<file path="src/rtl/multicycle_ctrl_fsm.sv">
// ---------------------------------------------------------------------------
// multicycle_ctrl_fsm
//
// Multi-cycle control sequencer for an RV32I datapath. Each instruction steps
// through FETCH -> DECODE -> EXEC -> (MEM) -> (WB) -> FETCH. The sequencer
// drives the per-cycle datapath strobes and owns the shared single-port
// memory handshake used by both instruction fetch and data access.
//
// Ports
//   clk        in   1      system clock, rising edge
//   rst_n      in   1      asynchronous active-low reset
//   op         in   5      IR[6:2] opcode, valid from DECODE onward
//   mem_ready  in   1      memory completes the current request this cycle
//   mem_req    out  1      memory request, held until mem_ready
//   mem_iord   out  1      0 = PC address (fetch), 1 = ALU address (data)
//   mem_read   out  1      read strobe (fetch or load)
//   mem_write  out  1      store strobe
//   ir_write   out  1      latch fetched word into IR
//   pc_write   out  1      load PC with PC+4
//   branch     out  1      conditional PC update from branch target
//   alu_src    out  1      0 = rs2, 1 = immediate
//   alu_op     out  2      00 add, 01 branch compare, 10 R funct, 11 I funct
//   reg_write  out  1      register-file write enable
//   mem_to_reg out  1      writeback select: 1 = memory data, 0 = ALU
//   halted     out  1      SYSTEM opcode executed (sticky until reset)
//   trap       out  1      illegal opcode or memory timeout (sticky)
//   retired    out  CNT_W  instructions completed, wraps
// ---------------------------------------------------------------------------
module multicycle_ctrl_fsm #(
  parameter int TIMEOUT = 255,
  parameter int CNT_W   = 32
) (
  input  logic             clk,
  input  logic             rst_n,
  input  logic [4:0]       op,
  input  logic             mem_ready,
  output logic             mem_req,
  output logic             mem_iord,
  output logic             mem_read,
  output logic             mem_write,
  output logic             ir_write,
  output logic             pc_write,
  output logic             branch,
  output logic             alu_src,
  output logic [1:0]       alu_op,
  output logic             reg_write,
  output logic             mem_to_reg,
  output logic             halted,
  output logic             trap,
  output logic [CNT_W-1:0] retired
);

  localparam logic [4:0] OP_LOAD   = 5'b00000;
  localparam logic [4:0] OP_STORE  = 5'b01000;
  localparam logic [4:0] OP_ARITHI = 5'b00100;
  localparam logic [4:0] OP_ARITHR = 5'b01100;
  localparam logic [4:0] OP_BRANCH = 5'b11000;
  localparam logic [4:0] OP_SYSTEM = 5'b11100;

  localparam logic [7:0] TIMEOUT_C = 8'(TIMEOUT);

  typedef enum logic [2:0] {
    S_FETCH  = 3'd0,
    S_DECODE = 3'd1,
    S_EXEC   = 3'd2,
    S_MEM    = 3'd3,
    S_WB     = 3'd4,
    S_HALT   = 3'd5,
    S_TRAP   = 3'd6
  } state_e;

  state_e           state_q, state_d;
  logic [7:0]       wait_q, wait_d;
  logic [4:0]       op_q, op_d;
  logic [CNT_W-1:0] retired_q, retired_d;
  logic [7:0]       wait_inc;

  assign wait_inc = wait_q + 8'd1;

  always_ff @(posedge clk or negedge rst_n) begin
    if (!rst_n) begin
      state_q   <= S_FETCH;
      wait_q    <= 8'd0;
      op_q      <= 5'd0;
      retired_q <= '0;
    end else begin
      state_q   <= state_d;
      wait_q    <= wait_d;
      op_q      <= op_d;
      retired_q <= retired_d;
    end
  end

  // Next-state, wait counter, opcode latch and retire counter.
  always_comb begin
    state_d   = state_q;
    wait_d    = wait_q;
    op_d      = op_q;
    retired_d = retired_q;

    case (state_q)
      S_FETCH: begin
        if (mem_ready)               state_d = S_DECODE;
        else if (wait_inc == TIMEOUT_C) state_d = S_TRAP;
        else                         wait_d  = wait_inc;
      end
      S_DECODE: begin
        op_d = op;
        case (op)
          OP_SYSTEM:                                  state_d = S_HALT;
          OP_LOAD, OP_STORE, OP_ARITHI, OP_ARITHR,
          OP_BRANCH:                                  state_d = S_EXEC;
          default:                                    state_d = S_TRAP;
        endcase
      end
      S_EXEC: begin
        case (op_q)
          OP_ARITHR, OP_ARITHI: state_d = S_WB;
          OP_LOAD, OP_STORE:    state_d = S_MEM;
          OP_BRANCH:            state_d = S_FETCH;
          default:              state_d = S_TRAP;
        endcase
      end
      S_MEM: begin
        // A ready on the cycle the count would expire still completes.
        if (mem_ready)                  state_d = (op_q == OP_LOAD) ? S_WB : S_FETCH;
        else if (wait_inc == TIMEOUT_C) state_d = S_TRAP;
        else                            wait_d  = wait_inc;
      end
      S_WB:    state_d = S_FETCH;
      S_HALT:  state_d = S_HALT;
      S_TRAP:  state_d = S_TRAP;
      default: state_d = S_TRAP;
    endcase

    // Fresh timeout window for every memory access.
    if ((state_d == S_FETCH || state_d == S_MEM) && state_d != state_q) begin
      wait_d = 8'd0;
    end

    if (state_d == S_FETCH &&
        (state_q == S_EXEC || state_q == S_MEM || state_q == S_WB)) begin
      retired_d = retired_q + CNT_W'(1);
    end
  end

  // Moore strobes. They are gated with rst_n so an asserted reset forces them
  // low immediately even though the reset state itself is FETCH.
  always_comb begin
    mem_req    = 1'b0;
    mem_iord   = 1'b0;
    mem_read   = 1'b0;
    mem_write  = 1'b0;
    ir_write   = 1'b0;
    pc_write   = 1'b0;
    branch     = 1'b0;
    alu_src    = 1'b0;
    alu_op     = 2'b00;
    reg_write  = 1'b0;
    mem_to_reg = 1'b0;
    halted     = 1'b0;
    trap       = 1'b0;

    if (rst_n) begin
      case (state_q)
        S_FETCH: begin
          mem_req  = 1'b1;
          mem_read = 1'b1;
          // IR/PC update on the completing cycle is the one ready-dependent output.
          ir_write = mem_ready;
          pc_write = mem_ready;
        end
        S_EXEC: begin
          case (op_q)
            OP_ARITHR: begin alu_src = 1'b0; alu_op = 2'b10; end
            OP_ARITHI: begin alu_src = 1'b1; alu_op = 2'b11; end
            OP_LOAD, OP_STORE: begin alu_src = 1'b1; alu_op = 2'b00; end
            OP_BRANCH: begin alu_src = 1'b0; alu_op = 2'b01; branch = 1'b1; end
            default: ;
          endcase
        end
        S_MEM: begin
          mem_req   = 1'b1;
          mem_iord  = 1'b1;
          alu_src   = 1'b1;
          alu_op    = 2'b00;
          mem_read  = (op_q == OP_LOAD);
          mem_write = (op_q == OP_STORE);
        end
        S_WB: begin
          reg_write  = 1'b1;
          mem_to_reg = (op_q == OP_LOAD);
        end
        S_HALT:  halted = 1'b1;
        S_TRAP:  trap   = 1'b1;
        default: ;
      endcase
    end
  end

  assign retired = retired_q;

endmodule

</file>
<file path="config.mk">
export PLATFORM = sky130hd
export DESIGN_NAME = multicycle_ctrl_fsm
export DESIGN_NICKNAME = d
export VERILOG_FILES = /design/src/rtl/multicycle_ctrl_fsm.sv
export SDC_FILE = /design/constraint.sdc
export NUM_CORES = 1
export LEC_CHECK = 0
export CORE_MARGIN = 10
export CORE_UTILIZATION = 50
export DETAILED_ROUTE_END_ITERATION = 16
export HOLD_SLACK_MARGIN = 0.05
export PLACE_DENSITY = 0.84
export RECOVER_POWER = 50
export SLEW_MARGIN = 10
export SYNTH_ARGS = -nofsm -noshare
export SYNTH_HDL_FRONTEND = slang
export SYNTH_SLANG_ARGS = --single-unit
</file>
<file path="constraint.sdc">
create_clock -name clk -period 3.26 [get_ports clk]
set_clock_uncertainty 0.15 [all_clocks]
set_input_delay 0.326 -clock clk [delete_from_list [all_inputs] [get_ports clk]]
set_output_delay 0.326 -clock clk [all_outputs]
set_load 0.02 [all_outputs]
</file>
==> impl.org, run 1 <==
** Logic synthesis
- In the synthesized netlist the async set-or-reset flop fraction comes to between 90% and 100%.
- In the synthesized netlist the dominant register cell turns out to be sky130_fd_sc_hd__dfrtp_1.
- Sequential cell area fraction in the yosys report :: between 40% and 50%
- Ranked by total cell area, the synthesized netlist is headed by sky130_fd_sc_hd__dfrtp_1 (43%), sky130_fd_sc_hd__xor2_1 (9.3%), sky130_fd_sc_hd__nor2_1 (4.0%).
- After synthesis, the netlist uses 52 different library cells.
- In this run the biggest area consumer among cell types represents between 40 and 50% of the synthesized area.
- Warnings from Yosys :: 0
- Post-synthesis cell type with the largest combined area :: sky130_fd_sc_hd__dfrtp_1
- Cell area after technology mapping :: ~0.0028 mm²
- Post-Syn Nets :: 309
- Counting flops with a built-in enable in the synthesized netlist gives 0.
- Yosys reg bits :: 48
- Syn Inst Count :: 298
- Mean cell area of the mapped netlist :: around 9.5 µm²

** Power
- Switching power total :: between 800 and 900 µW
- Pint :: 1.32 mW
- P per Cell Area :: between 600 and 700 mW/mm²
- Leak Pwr :: 1.60 nW
- Power share of the combinational group :: 39.3%
- Net switching is 39.0% of the power.
- Clock group share of total power :: between 20% and 30%
- Sequential share of power :: between 30 and 40%
- Across the VDD grid, the largest voltage drop is 0.000314 V.

** STA
- For the final routed database, the setup TNS stands at 0 ns.
- Final hold vios :: 0
- Worst slack on hold paths :: approximately 0.34 ns
- For the pin with the worst max-slew slack, the measured transition is approximately 1.4 ns.
- In this run the tightest slew margin relative to its limit is under 10%.
- Unrepaired setup endpoints after global routing :: false
- Pins over their slew limit :: 0
- In the finished design, the share of the clock period the worst path needs comes to a little over nine tenths.
- Peak Freq :: around 320 MHz
- Setup violations remaining at the end of the flow were counted as 0.
- The clock period could shrink to about 3.1 ns.

** CTS
- The later pin in the worst-skew pair is clocked with a latency of ~0.3 ns.
- Total of cells resized after clock tree synthesis :: 0
- CTS buffer count :: 5
- Cell at the root of the clock tree :: sky130_fd_sc_hd__clkbuf_8
- Longest Clk Path Bufs :: 2
- Sinks on Clock Net :: 48
- H-tree depth :: 2
- The number of setup buffers added after CTS is 0.
- After clock tree synthesis, the flow added hold-fix buffers numbering 1.
- Clock-pin slew was measured on the worst setup and hold paths at roughly 0.09 ns.
- TritonCTS built the clock tree.

** Placed design
- Final weighted congestion of routability-driven global placement :: roughly 0.85
- After legalization and detailed placement, the total HPWL measured roughly 4.8 mm.
- Number of I/O port buffers :: 53

** Cells and area
- The post-route netlist has between 8 and 9% of its cells at a drive strength greater than 1.
- Antenna diode instance count :: 0
- The library cell used most frequently in the layout, excluding fill and tap cells, is sky130_fd_sc_hd__dfrtp_1.
- Cells fill approximately 65% of the core in the end.
- Net count of the finished layout :: around 360
- Leaving out fill and tap cells, the most frequent cells in the layout are sky130_fd_sc_hd__dfrtp_1 (48), sky130_fd_sc_hd__nor2_1 (30), sky130_fd_sc_hd__xor2_1 (30), sky130_fd_sc_hd__clkdlybuf4s50_1 (29).
- Layout overhead on the synthesized area :: 25.5%

** Worst setup path
- R2r startpoint :: op_q[2]
- The kind of cell with the highest combined delay along the critical path is buffers and inverters.
- Data on the critical path arrives at its endpoint at 2.62 ns.
- Library cell contributing the largest single delay on the critical path :: sky130_fd_sc_hd__clkdlybuf4s50_1
- For this run, the slowest stage of the critical path takes ~0.66 ns.
- Endpoint of the most critical register-to-register path :: retired[31]
- The setup check on the worst reg-to-reg path leaves a slack of 0.36 ns.
- Buffer and inverter count on the worst path :: 4
- Startpoint Class :: input port
- Number of cell instances on the worst register-to-register path :: 7
- Critical-path cell list :: dlygate4sd3_1 -> buf_2 -> buf_4 -> nor2b_1 -> nand2_1 -> nor4b_1 -> clkdlybuf4s50_1
- The worst setup path is of the input port to output port kind.
- Along the worst path, the maximum fanout reaches 25.
- Data required time of the worst path :: between 2 and 3 ns
- STA classifies the critical path endpoint as an output port.

** GRT
- The initial antenna violation count came to 0.
- Summed over all layers, the global routing overflow is 0.
- Entering global routing, the biggest net connects 28 pins.
- Overall fraction of global-route tracks in use :: between 15 and 20%
- Vias in the first global route :: roughly 2400
- First-pass GRT wire length :: roughly 12 mm

** Hold path
- Hold wc startpoint :: retired[18]
- Hold endpoint :: retired[18]
- Hold path depth :: 1
- The tightest min-delay check is of the flip-flop to flip-flop type.

** Routing
- In this run, the number of DRC markers left after iteration 0 of detailed routing was 114.
- Routed len/inst :: around 16 µm
- After detailed routing, the number of vias per cell comes to roughly 5.6.
- Number of antenna-violating nets in the routed design :: 0
- The routed design has roughly 6.8 mm of wire.
- Detailed Routing Iterations Pass 1 :: 4
- Total number of vias :: 2363
- Number of DRC violations after detailed routing :: 0

** Outcome
- Outcome :: completed

** Floorplanning
- Die Wd :: between 90 and 100 µm
- Core region area :: 0.00547 mm²
- The die is around 95 µm tall.
- The die covers roughly 0.009 mm².
- In this run the count of I/O pins placed on the die edge is 54.
- Placement row count :: 27
- The initial utilization of the core area, before any placement, comes to between 50 and 60%.

** Run
- Max-cap violations in this run came to 0.
-- area by class of cell --
type / count / area, µm²
clock buffer: 7 / 96.3
sequential: 48 / 1200
clock inverter: 1 / 30.0
fill: 466 / 1940
multi-input combinational: 222 / 1490
timing repair buffer: 62 / 592
tap: 72 / 90.1
inverter: 11 / 41.3
-- per-layer routing --
| metal | GRT usage (%) | vias up | part of all wire (%) |
|---|---|---|---|
| met4 | 4.99 | 0 | 1.3 |
| li1 | - | 1157 | - |
| met2 | 24.5 | 64 | 47 |
| met3 | 6.05 | 9 | 9.2 |
| met1 | 19.2 | 1133 | 42 |
| met5 | 0 | - | 0 |
-- worst reg2reg max path, stage by stage, from the launching register on --
cell                       delay, ns
sky130_fd_sc_hd__dfrtp_1        0.45
sky130_fd_sc_hd__nand3b_1       0.24
sky130_fd_sc_hd__a2111o_1       0.43
sky130_fd_sc_hd__o211a_1        0.25
sky130_fd_sc_hd__or3b_1         0.38
sky130_fd_sc_hd__buf_4          0.24
sky130_fd_sc_hd__nor4b_1        0.48
sky130_fd_sc_hd__xor2_1         0.19
-- synth_stat cells (6+ instances only) --
master and count:
sky130_fd_sc_hd__nand2b_1 6, sky130_fd_sc_hd__nor3_1 14, sky130_fd_sc_hd__nand3_1 12, sky130_fd_sc_hd__xnor2_1 12
sky130_fd_sc_hd__o21ai_0 8, sky130_fd_sc_hd__xor2_1 30, sky130_fd_sc_hd__dfrtp_1 48, sky130_fd_sc_hd__nand2_1 24
sky130_fd_sc_hd__clkbuf_1 10, sky130_fd_sc_hd__nand4_1 8, sky130_fd_sc_hd__nor4_1 9, sky130_fd_sc_hd__inv_1 10
sky130_fd_sc_hd__nor2_1 30
-- state kept, by name, indices dropped and copies added, names as in the netlist --
name	count
retired	32
wait_q	8
op_q	5
state_q	3
-- worst max path at each step --
stage                 start     endpoint  slack (ns)  cells past startpoint
floorplan           op_q[2]  retired[28]        0.72                      8
global placement      op[2]  retired[31]        0.32                      8
detailed placement    op[2]  retired[31]        0.14                      8
CTS                   rst_n    alu_op[1]        0.15                      7
global route          rst_n    alu_op[1]        0.05                      7
finish                rst_n    alu_op[1]        0.16                      7
-- cell families after synthesis --
group	synth area share (%)
compound gates	8.66
xor+xnor	13.0
fa+ha+maj	1.33
flops	42.6
mux	2.71
buf+inv	4.66
simple gates	27.0
-- per-stage QoR --
stage	cells	total power [mW]	setup slack, ns	cell area [µm²]
floorplan	298	1.44	0.722	2820
detailed placement	414	1.70	0.143	3400
finish	423	2.17	0.162	3540
global placement	414	1.67	0.318	3400
global route	423	2.32	0.0549	3540
CTS	423	2.18	0.149	3540
-- power groups by stage --
stage	logic (mW)	registers, mW	clock network, mW
2_1_floorplan	0.636	0.806	0
3_3_place_gp	0.828	0.843	0
3_5_place_dp	0.845	0.851	0
4_1_cts	0.858	0.845	0.478
5_1_grt	0.948	0.870	0.504
6_report	0.852	0.848	0.468
(Power assumes the default switching activity.)
==> run 2: changes to the inputs <==
==> constraint.sdc (replaced) <==
create_clock -name clk -period 3.5 [get_ports clk]
set_clock_uncertainty 0.15 [all_clocks]
set_input_delay 0.35 -clock clk [delete_from_list [all_inputs] [get_ports clk]]
set_output_delay 0.35 -clock clk [all_outputs]
set_load 0.02 [all_outputs]
==> run 2 against run 1 <==
Net effect: the flow now finishes with violations (max-capacitance violations, max-slew violations); cell count shrank 0.47%; combinational power shrank 12%; largest power group is now sequential cells; hold slack lost 0.024 ns; utilization shrank 0.87 points; wire length shrank 3.3%; sequential cell count is the same; global-route usage shrank 0.30 points; sequential power shrank 5.8%; die area is the same; design area shrank 1.3%; count of clock-buffer cells in the layout is the same.
==> impl.org, run 2 (synthesized netlist as in run 1, its figures left out) <==
** Outcome
- Outcome :: finished with violations
- The final reports fail on max-capacitance violations, max-slew violations.

** Cells and area
- Layout overhead on the synthesized area :: 23.8%
- Antenna diode instance count :: 0 (unchanged)
- The library cell used most frequently in the layout, excluding fill and tap cells, is sky130_fd_sc_hd__dfrtp_1.
- Net count of the finished layout :: 359 (-0.55%)
- Max reg flops :: 32 (unchanged)
- Footprint of the multi-input gates :: 0.00149 mm² (unchanged)
- The area taken by flip-flops and latches came to 0.00120 mm² (unchanged).
- The top cell types in the final layout, fill and taps aside, are sky130_fd_sc_hd__dfrtp_1 (48), sky130_fd_sc_hd__nor2_1 (30), sky130_fd_sc_hd__xor2_1 (30), sky130_fd_sc_hd__clkdlybuf4s50_1 (29).
- The layout filler cell count is 466 (unchanged).
- The fraction of final layout cells sized beyond drive strength 1 is 8.02% (-0.81 points).

** Floorplanning
- Core region area :: 0.00547 mm² (unchanged)
- The I/O pin total was 54 (unchanged).
- The floorplan row count came to 27 (unchanged).
- Die boundary height :: 95.1 µm (unchanged)
- The initial core utilization is 51.5% (unchanged).
- The overall die area is 0.00904 mm² (unchanged).
- Die Wd :: 95.1 µm (unchanged)

** GRT
- The overflow left after global routing came to 0 (unchanged).
- The number of global-route vias before repair was 2380 (-1.7%).
- First-pass GRT wire length :: 11.3 mm (-2.4%)
- The maximum number of pins on one net before global-route repair came to 40 (+43%).
- The initial antenna violation count is 0 (unchanged).
- Overall fraction of global-route tracks in use :: 15.3% (-0.30 points)

** CTS
- Clock tree from TritonCTS :: built
- Cell at the root of the clock tree :: sky130_fd_sc_hd__clkbuf_8
- H-tree depth :: 2 (unchanged)
- The clock input transition at the sequential cells of the worst setup and hold paths is 0.08 ns (about the same).
- Clk Latency, worst-skew pair :: 0.31 ns (about the same)
- Longest Clk Path Bufs :: 2 (unchanged)
- Sinks on Clock Net :: 48 (unchanged)
- The total clock buffers created by CTS was 5 (unchanged).
- Setup Buffers After CTS :: 0 (unchanged)

** Routing
- Iter 0 DRT Violations :: 95 (-17%)
- Total number of vias :: 2359 (-0.17%)
- Number of antenna-violating nets in the routed design :: 0 (unchanged)
- Vias per Instance :: 5.60 (+0.30%)
- The overall routed net length is 6.53 mm (-3.3%).
- Routed len/inst :: 15.5 µm (-2.9%)
- Number of DRC violations after detailed routing :: 0 (unchanged)
- Detailed Routing Iterations Pass 1 :: 4 (unchanged)

** Run
- The max capacitance violation total was 1 (+1).

** Worst setup path
- The endpoint identified for the worst register-to-register timing path is retired[31].
- In this run the critical register-to-register path is launched from state_q[2].
- The critical path goes through dlygate4sd3_1 -> buf_2 -> nand2_1 -> or4_1 -> a21oi_1 -> clkdlybuf4s50_1.
- The cell family contributing the most delay on the critical path is buffers and inverters.
- Data arrival time at the worst-slack endpoint :: 2.64 ns (+0.02 ns)
- Stages on worst setup path :: 6 (-1)
- STA classifies the critical path startpoint as an input port.
- STA classifies the critical path endpoint as an output port.
- The slack of the worst reg-to-reg path is 0.66 ns (+0.30 ns).
- The count of cells along the worst register-to-register path came to 7 (unchanged).
- The top fanout value on the critical path was 13 (-48%).
- Library cell contributing the largest single delay on the critical path :: sky130_fd_sc_hd__clkdlybuf4s50_1
- The number of buffers and inverters on the critical path was 3 (-1).
- Critical path start-end classification :: input port to output port
- Following the worst setup path forward leads to its endpoint at alu_op[0].
- The maximum cell stage delay along the critical path is 0.63 ns (-0.03 ns).
- Data required time of the worst path :: 3.00 ns (+0.22 ns)
- The critical path starts at rst_n.

** STA
- Counting I/O delays and the setup requirement, the final critical path takes between 3 and 4 ns.
- The sum of negative setup slack came to 0 ns (unchanged).
- Worst relative slew slack :: -35.4% (-45 points)
- Pins over their slew limit :: 40 (+40)
- Setup repair after global routing left no endpoint under its margin.
- The total setup violations reported at the end of the flow was 0 (unchanged).
- Timing would allow up to around 320 MHz.
- The final worst slack is 0.361 ns (+0.199 ns).
- The transition time at the pin with the least slew margin is 2.03 ns (+0.672 ns).
- Share of the clock period used by the worst path after layout :: around nine tenths
- The count of endpoints failing hold in the final timing report is 0 (unchanged).

** Power
- The areal power density over the cells was 543 mW/mm² (-11%).
- The static leakage power came to 1.57 nW (-1.9%).
- Worst VDD drop :: 0.000288 V (-8.1%)

** Hold path
- The worst hold path belongs to the class flip-flop to flip-flop.

** Placed design
- The post-detailed-placement half-perimeter wirelength was 4.77 mm (-1.5%).
- The count of input and output buffers came to 53 (unchanged).
- The setup slack at placement is 0.433 ns (+0.289 ns).
- Final weighted congestion of routability-driven global placement :: 0.845 (-0.56%)
==> run 2: power breakdown <==
part | internal (mW) | leakage, nW | switching (mW)
combinational | 0.331 | 0.903 | 0.423
clock | 0.161 | 0.0445 | 0.183
sequential | 0.640 | 0.619 | 0.159
==> run 2: worst min-delay path by stage <==
stage	end	cells past startpoint	from
floorplan	op_q[0]	0	rst_n
global placement	wait_q[7]	1	rst_n
detailed placement	wait_q[7]	1	rst_n
CTS	retired[31]	1	retired[31]
global route	retired[31]	1	retired[31]
finish	retired[31]	1	retired[31]
==> run 2: layout make-up <==
| type | count | area share (%) |
|---|---|---|
| clock buffer | 7 | 2.47 |
| clock inverter | 1 | 0.215 |
| inverter | 11 | 1.18 |
| multi-input combinational | 222 | 42.6 |
| sequential | 48 | 34.4 |
| tap | 72 | 2.58 |
| timing repair buffer | 60 | 16.5 |
==> run 2: worst register-to-register path: stages, from the launching register on <==
cell and delay, ns:
sky130_fd_sc_hd__dfrtp_1 0.52, sky130_fd_sc_hd__or3_1 0.35, sky130_fd_sc_hd__o311ai_0 0.31, sky130_fd_sc_hd__o211ai_1 0.22, sky130_fd_sc_hd__or3b_1 0.39, sky130_fd_sc_hd__buf_4 0.24, sky130_fd_sc_hd__nor4b_1 0.42, sky130_fd_sc_hd__xor2_1 0.17
==> run 2: per-layer routing <==
layer | routed length (µm) | vias up | global-route usage [%]
met2 | 3050 | 64 | 24.9
met5 | 0 | - | 0
li1 | - | 1158 | -
met1 | 2770 | 1132 | 18.1
met3 | 636 | 5 | 6.36
met4 | 74 | 0 | 4.49
==> run 2: timing repair <==
action / 4_1_cts / 5_1_grt
gates resized for setup: 0 / 0
hold buffers: 1 / 0
hold endpoints to repair: 9 / 0
==> run 2: through the flow <==
| stage | hold WS [ns] | instance area (µm²) | instances | utilization, % | total power [mW] |
|---|---|---|---|---|---|
| 2_1_floorplan | -0.0956 | 2820 | 298 | - | 1.34 |
| 3_3_place_gp | 0.0900 | 3390 | 412 | 61.9 | 1.55 |
| 3_5_place_dp | 0.0915 | 3390 | 412 | 61.9 | 1.56 |
| 4_1_cts | 0.326 | 3490 | 421 | 63.8 | 1.91 |
| 5_1_grt | 0.334 | 3490 | 421 | 63.8 | 2.04 |
| 6_report | 0.313 | 3490 | 421 | 63.8 | 1.90 |
==> run 3: changes to the inputs <==
--- a/config.mk
+++ b/config.mk
@@ -9,6 +9,7 @@
 export CORE_UTILIZATION = 50
 export DETAILED_ROUTE_END_ITERATION = 16
 export HOLD_SLACK_MARGIN = 0.05
+export MAX_ROUTING_LAYER = met4
 export PLACE_DENSITY = 0.84
 export RECOVER_POWER = 50
 export SLEW_MARGIN = 10
==> run 3 against run 2 <==
Net effect: the flow still finishes with violations (max-capacitance violations, max-slew violations); global-route usage is 0.48 points higher; register-to-register slack hardly changed; total power hardly changed; combinational power hardly changed; first-iteration DRC count is 3.2% higher; non-clock buffer count stayed put; sequential cell count stayed put; clock power hardly changed; fmax hardly changed; wire length is 0.37% higher; cell count stayed put; sequential power hardly changed; largest power group unchanged.
==> impl.org, run 3 (synthesized netlist as in run 1, its figures left out) <==
** Outcome
- Outcome :: finished with violations
- The final reports fail on max-capacitance violations, max-slew violations.

** Placed design
- The count of input and output buffers came to 53 (unchanged).
- The final RePlAce weighted congestion is 0.858 (+1.6%).
- The setup slack at placement is 0.433 ns (unchanged).
- The post-detailed-placement half-perimeter wirelength was 4.77 mm (unchanged).

** Cells and area
- Fraction of layout cells with a size suffix above 1 :: 8.02% (unchanged)
- The library cell used most frequently in the layout, excluding fill and tap cells, is sky130_fd_sc_hd__dfrtp_1.
- The diode insertion count for antenna repair is 0 (unchanged).
- Layout fillers :: 466 (unchanged)
- Layout overhead on the synthesized area :: 23.8% (unchanged)
- The final core area utilization is 63.8% (unchanged).
- Max reg flops :: 32 (unchanged)
- Net count of the finished layout :: 359 (unchanged)
- The library cells used most frequently in the layout, excluding fill and tap cells, are sky130_fd_sc_hd__dfrtp_1 (48), sky130_fd_sc_hd__nor2_1 (30), sky130_fd_sc_hd__xor2_1 (30), sky130_fd_sc_hd__clkdlybuf4s50_1 (29).

** CTS
- Clock tree from TritonCTS :: built
- Clock slew at reported path FFs :: 0.08 ns (about the same)
- The number of gates given a new drive strength after cts is 0 (unchanged).
- The total clock buffers created by CTS was 5 (unchanged).
- The count of H-tree levels built during CTS came to 2 (unchanged).
- Longest Clk Path Bufs :: 2 (unchanged)
- The later-pin clock latency in the skew report is 0.31 ns (about the same).
- Cell at the root of the clock tree :: sky130_fd_sc_hd__clkbuf_8
- Sinks on Clock Net :: 48 (unchanged)

** Floorplanning
- Die Wd :: 95.1 µm (unchanged)
- Effective utilization at floorplan :: 51.5% (unchanged)
- Placement row count :: 27 (unchanged)
- Die footprint :: 0.00904 mm² (unchanged)
- Die boundary height :: 95.1 µm (unchanged)
- The area of the core was 0.00547 mm² (unchanged).
- I/O pins :: 54 (unchanged)

** Routing
- Iter 0 DRT Violations :: 98 (+3.2%)
- Number of antenna-violating nets in the routed design :: 0 (unchanged)
- The total number of vias came to 2362 (+0.13%).
- The overall routed net length was 6.56 mm (+0.37%).
- Routed len/inst :: 15.6 µm (+0.37%)
- Detailed Routing Iterations Pass 1 :: 4 (unchanged)
- Number of DRC violations after detailed routing :: 0 (unchanged)
- The average via count per standard cell came to 5.61 (+0.13%).

** Hold path
- Hold path depth :: 1 (unchanged)
- Hold endpoint :: retired[31]
- Hold crit path type :: flip-flop to flip-flop
- The startpoint identified for the worst hold timing path is retired[31].

** GRT
- First-pass GRT wire length :: 11.3 mm (unchanged)
- The maximum number of pins on one net before global-route repair is 40 (unchanged).
- Overall fraction of global-route tracks in use :: 15.8% (+0.48 points)
- Remaining global-route overflow :: 0 (unchanged)
- The initial antenna violation count was 0 (unchanged).
- Vias in the first global route :: 2387 (+0.29%)

** Power
- The overall power came to 1.90 mW (about the same).
- Sequential share of power :: 42.1% (about the same)
- Power share of the combinational group :: 39.8% (about the same)
- Leak Pwr :: 1.57 nW (unchanged)
- The areal power density over the cells was 543 mW/mm² (about the same).
- The net switching power was 765 µW (about the same).
- Pint :: 1.13 mW (about the same)
- Net Sw Frac :: 40.3% (about the same)
- Worst VDD drop :: 0.000288 V (about the same)
- The share of power burned in the clock network is 18.1% (about the same).

** STA
- The sum of negative setup slack is 0 ns (unchanged).
- The final cycle utilization of the critical path came to 89.6% (about the same).
- Peak Freq :: 319 MHz (about the same)
- Worst Max-Slew Pin Slew :: 2.04 ns (+0.00622 ns)
- Final hold vios :: 0 (unchanged)
- The minimum period implied by the final worst setup slack came to 3.14 ns (-0.00224 ns).
- The relative max-transition margin came to -35.8% (-0.41 points).
- Post-route worst setup slack :: 0.363 ns (+0.00224 ns)
- Worst slack on hold paths :: 0.313 ns (-0.0000320 ns)
- Unrepaired setup endpoints after global routing :: false
- The number of max-slew violations in the final report came to 40 (unchanged).
- Final setup violation count :: 0 (unchanged)

** Worst setup path
- Data required time of the worst path :: 3.00 ns (about the same)
- Critical path start-end classification :: input port to output port
- Flop2flop setup slack :: 0.65 ns (about the same)
- Library cell contributing the largest single delay on the critical path :: sky130_fd_sc_hd__clkdlybuf4s50_1
- The worst setup path is captured at an output port.
- Critical-path cell list :: dlygate4sd3_1 -> buf_2 -> nand2_1 -> or4_1 -> a21oi_1 -> clkdlybuf4s50_1
- The count of cells along the worst register-to-register path is 7 (unchanged).
- Startpoint Class :: input port
- In this run the critical register-to-register path is captured at retired[31].
- The arrival time at the worst endpoint was 2.64 ns (about the same).
- Critical path's top delay family :: buffers and inverters
- R2r startpoint :: state_q[2]
- The top fanout value on the critical path was 13 (unchanged).
- The maximum cell stage delay along the critical path came to 0.63 ns (about the same).
- The count of cell instances traversed by the critical path came to 6 (unchanged).
- Buffer and inverter count on the worst path :: 3 (unchanged)

** Run
- Count of max-cap constraint violations :: 1 (unchanged)
-- run 3: cell counts in the layout (fill, tap and decap cells not counted) --
No cell type changed its count.
-- run 3: layout make-up --
type                       instances  area, µm²  share of cell area [%]
tap                               72       90.1                    2.58
clock inverter                     1       7.51                   0.215
multi-input combinational        222       1490                    42.6
inverter                          11       41.3                    1.18
clock buffer                       7       86.3                    2.47
timing repair buffer              60        577                    16.5
sequential                        48       1200                    34.4
-- run 3: worst max-delay path by stage --
stage / from / to
after global placement: op[2] / retired[31]
after floorplan: op_q[2] / retired[28]
after global routing: rst_n / retired[12]
after detailed placement: op[2] / retired[31]
final: rst_n / alu_op[0]
after CTS: rst_n / alu_op[0]
-- run 3: metrics by stage --
step	area, µm²	cells
after detailed placement	3390	412
after global routing	3490	421
after CTS	3490	421
after floorplan	2820	298
final	3490	421
after global placement	3390	412
-- run 3: power by group through the flow --
| stage | Combinational, mW | Clock, mW | Sequential [mW] |
|---|---|---|---|
| 6_report | 0.755 | 0.343 | 0.799 |
| 5_1_grt | 0.845 | 0.375 | 0.820 |
| 4_1_cts | 0.760 | 0.354 | 0.797 |
| 3_5_place_dp | 0.756 | 0 | 0.806 |
| 3_3_place_gp | 0.744 | 0 | 0.802 |
| 2_1_floorplan | 0.592 | 0 | 0.751 |
-- run 3: metal layers --
layer / up-vias / track usage (%) / wire length (µm)
li1: 1158 / - / -
met4: 0 / 4.49 / 74
met2: 63 / 25.0 / 3080
met5: - / - / 0
met1: 1136 / 18.7 / 2860
met3: 5 / 5.18 / 548
-- run 3: timing repair --
item	CTS	global route
setup buffers	0	0
hold buffers	1	0
hold endpoints to repair	9	0
endpoints found under the setup margin	0	0
